==> src/rtl/upc_seq.sv <==
// upc_seq: microcode program-counter sequencer with a circular subroutine return stack.
// The stack wraps on overflow/underflow; sticky flags record both events.
module upc_seq #(
  parameter int PC_W   = 14,
  parameter int SPC_AW = 5
) (
  input  logic              clk,
  input  logic              reset,
  input  logic              state_fetch,
  input  logic [1:0]        pcs,
  input  logic              trap,
  input  logic [PC_W-1:0]   jaddr,
  input  logic [PC_W-1:0]   dpc,
  input  logic              spush,
  input  logic              spop,
  input  logic              spcwsel,
  input  logic [PC_W-1:0]   spcw,
  input  logic              clr_flags,
  output logic [PC_W-1:0]   pc,
  output logic [PC_W-1:0]   ipc,
  output logic [PC_W-1:0]   lpc,
  output logic [PC_W-1:0]   spc,
  output logic [SPC_AW-1:0] spcptr,
  output logic [SPC_AW:0]   spc_depth,
  output logic              spc_ovf,
  output logic              spc_unf
);
  localparam int DEPTH = 1 << SPC_AW;
  localparam logic [SPC_AW:0] FULL = (SPC_AW+1)'(DEPTH);
  logic [PC_W-1:0]   stack_q [DEPTH];
  logic [PC_W-1:0]   pc_q, pc_d, lpc_q, lpc_d, npc, top, wdata;
  logic [SPC_AW-1:0] ptr_q, ptr_d, waddr;
  logic [SPC_AW:0]   depth_q, depth_d;
  logic              ovf_q, ovf_d, unf_q, unf_d;
  logic              active, push, pop, repl, full, empty, we;
  assign ipc = pc_q + PC_W'(1);
  assign top = stack_q[ptr_q];
  always_comb begin
    active  = state_fetch & ~trap;
    push    = active & spush & ~spop;
    pop     = active & spop & ~spush;
    repl    = active & spush & spop;
    full    = depth_q == FULL;
    empty   = depth_q == '0;
    wdata   = spcwsel ? spcw : ipc;
    npc     = trap ? '0 : pcs == 2'd0 ? top : pcs == 2'd1 ? jaddr : pcs == 2'd2 ? dpc : ipc;
    pc_d    = state_fetch ? npc : pc_q;
    lpc_d   = state_fetch ? pc_q : lpc_q;
    ptr_d   = push ? ptr_q + SPC_AW'(1) : pop ? ptr_q - SPC_AW'(1) : ptr_q;
    depth_d = (push & ~full) ? depth_q + (SPC_AW+1)'(1) :
              (pop & ~empty) ? depth_q - (SPC_AW+1)'(1) : depth_q;
    // a set condition in the same cycle beats clr_flags
    ovf_d   = (push & full) | (ovf_q & ~clr_flags);
    unf_d   = (pop & empty) | (unf_q & ~clr_flags);
    we      = push | repl;
    waddr   = push ? ptr_q + SPC_AW'(1) : ptr_q;
  end
  always_ff @(posedge clk or posedge reset) begin
    if (reset) begin
      pc_q    <= '0;
      lpc_q   <= '0;
      ptr_q   <= '1;
      depth_q <= '0;
      ovf_q   <= 1'b0;
      unf_q   <= 1'b0;
    end else begin
      pc_q    <= pc_d;
      lpc_q   <= lpc_d;
      ptr_q   <= ptr_d;
      depth_q <= depth_d;
      ovf_q   <= ovf_d;
      unf_q   <= unf_d;
    end
  end
  // stack contents deliberately survive reset
  always_ff @(posedge clk) begin
    if (we) stack_q[waddr] <= wdata;
  end
  assign pc        = pc_q;
  assign lpc       = lpc_q;
  assign spc       = top;
  assign spcptr    = ptr_q;
  assign spc_depth = depth_q;
  assign spc_ovf   = ovf_q;
  assign spc_unf   = unf_q;
endmodule

==> config.mk <==
export PLATFORM = sky130hd
export DESIGN_NAME = upc_seq
export DESIGN_NICKNAME = d
export VERILOG_FILES = /design/src/rtl/upc_seq.sv
export SDC_FILE = /design/constraint.sdc
export NUM_CORES = 1
export LEC_CHECK = 0
export CAP_MARGIN = 20
export CORE_MARGIN = 3
export CORE_UTILIZATION = 47
export DETAILED_ROUTE_END_ITERATION = 8
export PLACE_DENSITY = 0.67
export SYNTH_ARGS = -nofsm -noshare
export SYNTH_HDL_FRONTEND = slang
export SYNTH_SLANG_ARGS = --single-unit
==> constraint.sdc <==
create_clock -name clk -period 5 [get_ports clk]
set_input_delay 1 -clock clk [delete_from_list [all_inputs] [get_ports clk]]
set_output_delay 1 -clock clk [all_outputs]
set_load 0.03 [all_outputs]
# Word-level counts from Yosys, hierarchy flattened
# Memories as Yosys holds them, arrays and structs flattened.
# Index checks and enable logic that the tools add are counted.
# classes
n_addsub	5
n_eq_ne	3
mux	12
n_bitwise	21
reduce_logical	4
# ops
operator	count
two-way mux 14 bit	5
two-way mux 5 bit	3
adder 14 x 1 -> 14 bit, second input constant	1
bitwise AND 1 bit	12
two-way mux 6 bit	2
adder 6 x 1 -> 6 bit, second input constant	1
== test 6 bit, second input constant	1
zero test 6 bit	1
NOT 1 bit	6
subtractor 6 x 1 -> 6 bit, second input constant	1
adder 5 x 1 -> 5 bit, second input constant	1
subtractor 5 x 1 -> 5 bit, second input constant	1
nonzero test 2 bit	2
bitwise OR 1 bit	3
== test 2 x 1 -> 1 bit, second input constant	1
== test 2 bit, second input constant	1
zero test 2 bit	1
two-way mux 1 bit	2
# totals
ff_bits	41
mem_bits_rw	448
inputBits	52
output_inout_bits	69
word_cells	52
memories	1
# memory_table
name	depth	width	read_ports	rd_clocked_by_memory_dff	wr	line_no	text
stack_q	32	14	1	0	1	30	logic [PC_W-1:0] stack_q [DEPTH];

# Logic depth before layout (Yosys ltp)
# logic_depth
word_depth	7
ltp_mapped	11
depth_no_buf	10

# Least setup slack after synthesis
# OpenSTA, ideal clock, no wires.
# synth_path
path_kind	register to register
startpoint	reg ptr_q[1] (netlist: spcptr[1])
endpoint	mem stack_q[22][0], enable pin
setup_time_ns	0.384
arrival_time_ns	3.191
t_required_ns	4.616
slack_ns	1.424
path_stages_with_launch	11
n_path_buf	5
period_less_slack_ns	3.576
cell_sequence	dfstp_2 > buf_4 > buf_4 > buf_2 > buf_2 > inv_1 > ha_1 > mux2i_1 > or4b_1 > clkbuf_1 > nor2_1
# synth_via
elab_chain_cells	2
# synth_rtl
element	line_no	text
from (decl)	32	logic [SPC_AW-1:0] ptr_q, ptr_d, waddr;
from (signal assigned)	69	ptr_q <= ptr_d;
adder 5 x 1 -> 5 bit	56	waddr = push ? ptr_q + SPC_AW'(1) : ptr_q;
two-way mux 5 bit *	56	
to (decl)	30	
# Every way passes the cells marked *; elsewhere a longest branch is shown, timed or not.

# Worst setup path after layout
# layout_path
startpoint	reg ptr_q[0] (netlist: spcptr[0])
endpoint	out spc[12]
# layout_via
elab_chain_cells	1
# layout_rtl
element	line_no	text
memory read (32 x 14 bit)	-	
to (decl)	22	output logic [PC_W-1:0] spc,
# Every way passes these cells.

==> results.toml <==
[worst_hold_path]
hold_path.class = "reg2reg"

[place]
dp_cells = 1929
io_buffers = 120
gp_congestion = 0.846
hpwl_um = 36700

[layout]
drive_gt1_frac = 0.217
diodes = 0
layout_common_cells = "edfxtp_1, clkdlybuf4s50_1, mux2_2"
mostFrequentLayoutCell = "edfxtp_1"
fin_nets = 1459
instances_no_fill = 2023
area_delta_synth_final_pct = 18.7

[synth]
ys_ff_latch = 489
syn_inst = 1214
ys.flop_type = "edfxtp_1"
synth_area_leaders = "edfxtp_1, mux4_2, mux2_2"
synth_edf_count = 448
postSynthAreaPerCell_um2 = 16.9
syn_nets = 1276
ys_types = 76
yosysWarnings = 0
netlist_area_um2 = 20600
synth_seq_area_share = 0.704
synth_top_area_share = 0.654
async_reset_ff_frac = 0.0838
synth_largest_area_cell = "edfxtp_1"

[power]
p_sw_frac = 0.344
clkPwrFrac = 0.272
power_frac_seq = 0.377
p_total_uw = 13600
power.share.combinational = 0.351
p_leak_uw = 0.00822
p_switching_uw = 4680
p_int_uw = 8920
vdd_ir_drop_max_mv = 0.412
power_density_nw_per_um2 = 557

[clocking]
cts_buffers = 50
cts_tree = "yes"
cts_hold_buf = 0
clockBufferDepth = 3
post_cts_buffers = 0
cts_num_sinks = 489
clk_pin_slew_ps = 60
worstSkewPairLatency_ps = 580
cts-root-buf = "clkbuf_16"
cts-resized-gates = 0
htreeDepth = 2

[drt]
routed_wirelength_um = 54700
ant_nets = 0
drc = 0
vias_per_cell = 6.07
drt_iter0_markers = 1514
num_vias = 12300
wl_per_cell_um = 27.0
drt_pass1_iterations = 5

[timing]
rsz0062_at_grt = "no"
holdWs_ps = 511
fin_crit_sh = 0.979
fin_crit_ps = 4900
skew_ps = 19.8
max_freq_mhz = 204
setup_viol = 0
worstMarginPinSlew_ps = 962
slew_violations = 0
slew_headroom = 0.357
setup_tns_ps = 0
hold_viol = 0

[worst_setup_path]
r2r_slack_ps = 940
path_class = "reg2out"
worstPathArrival_ps = 3900
start_kind = "flip-flop"
endpoint_kind = "output pin"
worstPathRequired_ps = 4000
crit_fanout = 40

[grt]
grt_usage = 0.234
grt_max_degree = 42
grt_overflow_total = 0
busiest_layer = "met2"
antenna_found_initial = 0
grt_util_met3 = 0.0667
grt_first_pass_wirelength_um = 80400
grt_use_met1 = 0.313
grt.met2_usage = 0.369
grt_pass1_vias = 12300

[floorplanning]
row_count = 76
ios = 121
fp.dieArea_um2 = 46300
start_util = 0.477
die_w_um = 215
fp.dieH_um = 215
coreArea_um2 = 43200

[job]
cap_viol_max_count = 0

[outcome]
run_status = "complete, no violations"
-- synth_stat cells (11+ instances only) --
cell	count
nor2_1	58
inv_1	22
clkbuf_1	21
nor2b_1	23
nor3_1	18
nand2_1	34
o22ai_1	39
nand2b_1	13
a211oi_1	11
edfxtp_1	448
buf_2	21
mux2i_1	63
mux2_2	83
o211ai_1	12
nand3_1	20
a21oi_1	19
xnor2_1	12
dfrtp_1	36
mux4_2	47
o21ai_0	19
buf_1	11
a22oi_1	16
-- power by group through the flow --
stage / registers (uW) / logic [uW] / clock network (uW)
2_1_floorplan: 5270 / 2820 / 0
3_3_place_gp: 5210 / 4670 / 0
3_5_place_dp: 5220 / 4710 / 0
4_1_cts: 5130 / 4730 / 3770
5_1_grt: 5150 / 5030 / 3930
6_report: 5130 / 4770 / 3700
-- state kept, by name, summed over array words and instances, names as in the netlist --
signal     count
stack_q      448
lpc           14
pc            14
spc_depth      6
spcptr         5
spc_ovf        1
spc_unf        1
-- worst max-delay path, stage by stage, from the launching register on --
cell             delay [ps]
dfstp_4                 770
buf_12                  300
mux4_2                  570
a22o_1                  320
a31oi_1                 420
o31ai_1                 240
clkdlybuf4s50_1         650
-- stage by stage --
| step | util | instance area, um2 | setup slack (ps) |
|---|---|---|---|
| detailed placement | 0.527 | 22800 | 646 |
| global placement | 0.527 | 22800 | 633 |
| CTS | 0.565 | 24400 | 28.5 |
| finish | 0.566 | 24400 | 105 |
| global route | 0.566 | 24400 | 0.947 |
| floorplan | - | 20600 | 1420 |
-- layout make-up --
cell class,count,area (um2)
clock inverter,36,333
multi-input combinational,631,5600
fill,3397,18800
tap,585,732
sequential,489,14500
inverter,24,90.1
clock buffer,57,1300
timing repair buffer,201,1870
-- per-layer routing --
layer  vias up  part of all wire
met4         0             0.038
met3       130              0.10
li1       5244                 -
met2       649              0.46
met1      6264              0.40
met5         -                 0
-- logic make-up (layout without fill, tap and decap cells) --
| kind of cell | Yosys count | count (layout) | synth area share |
|---|---|---|---|
| AND/OR/NAND/NOR | 211 | 211 | 0.0545 |
| buffers and inverters | 94 | 318 | 0.0238 |
| AO/OA/AOI/OAI | 194 | 194 | 0.0696 |
| adder cells (fa/ha/maj) | 10 | 10 | 0.00645 |
| flip-flops | 489 | 489 | 0.704 |
| multiplexers | 198 | 198 | 0.134 |
| XOR/XNOR | 18 | 18 | 0.00766 |
-- path summary, 6_finish.rpt --
kind,endpoint,cells past startpoint,start
setup / recovery,spc[12],6,spcptr[0]
hold / removal,lpc[10],1,lpc[10]
setup reg to reg,stack_q[21][3],9,spcptr[1]
hold reg to reg,lpc[10],1,lpc[10]
max in group asynchronous,lpc[3],3,reset
min in group asynchronous,pc[4],3,reset
Note: power is estimated with default switching activity, not from simulation.
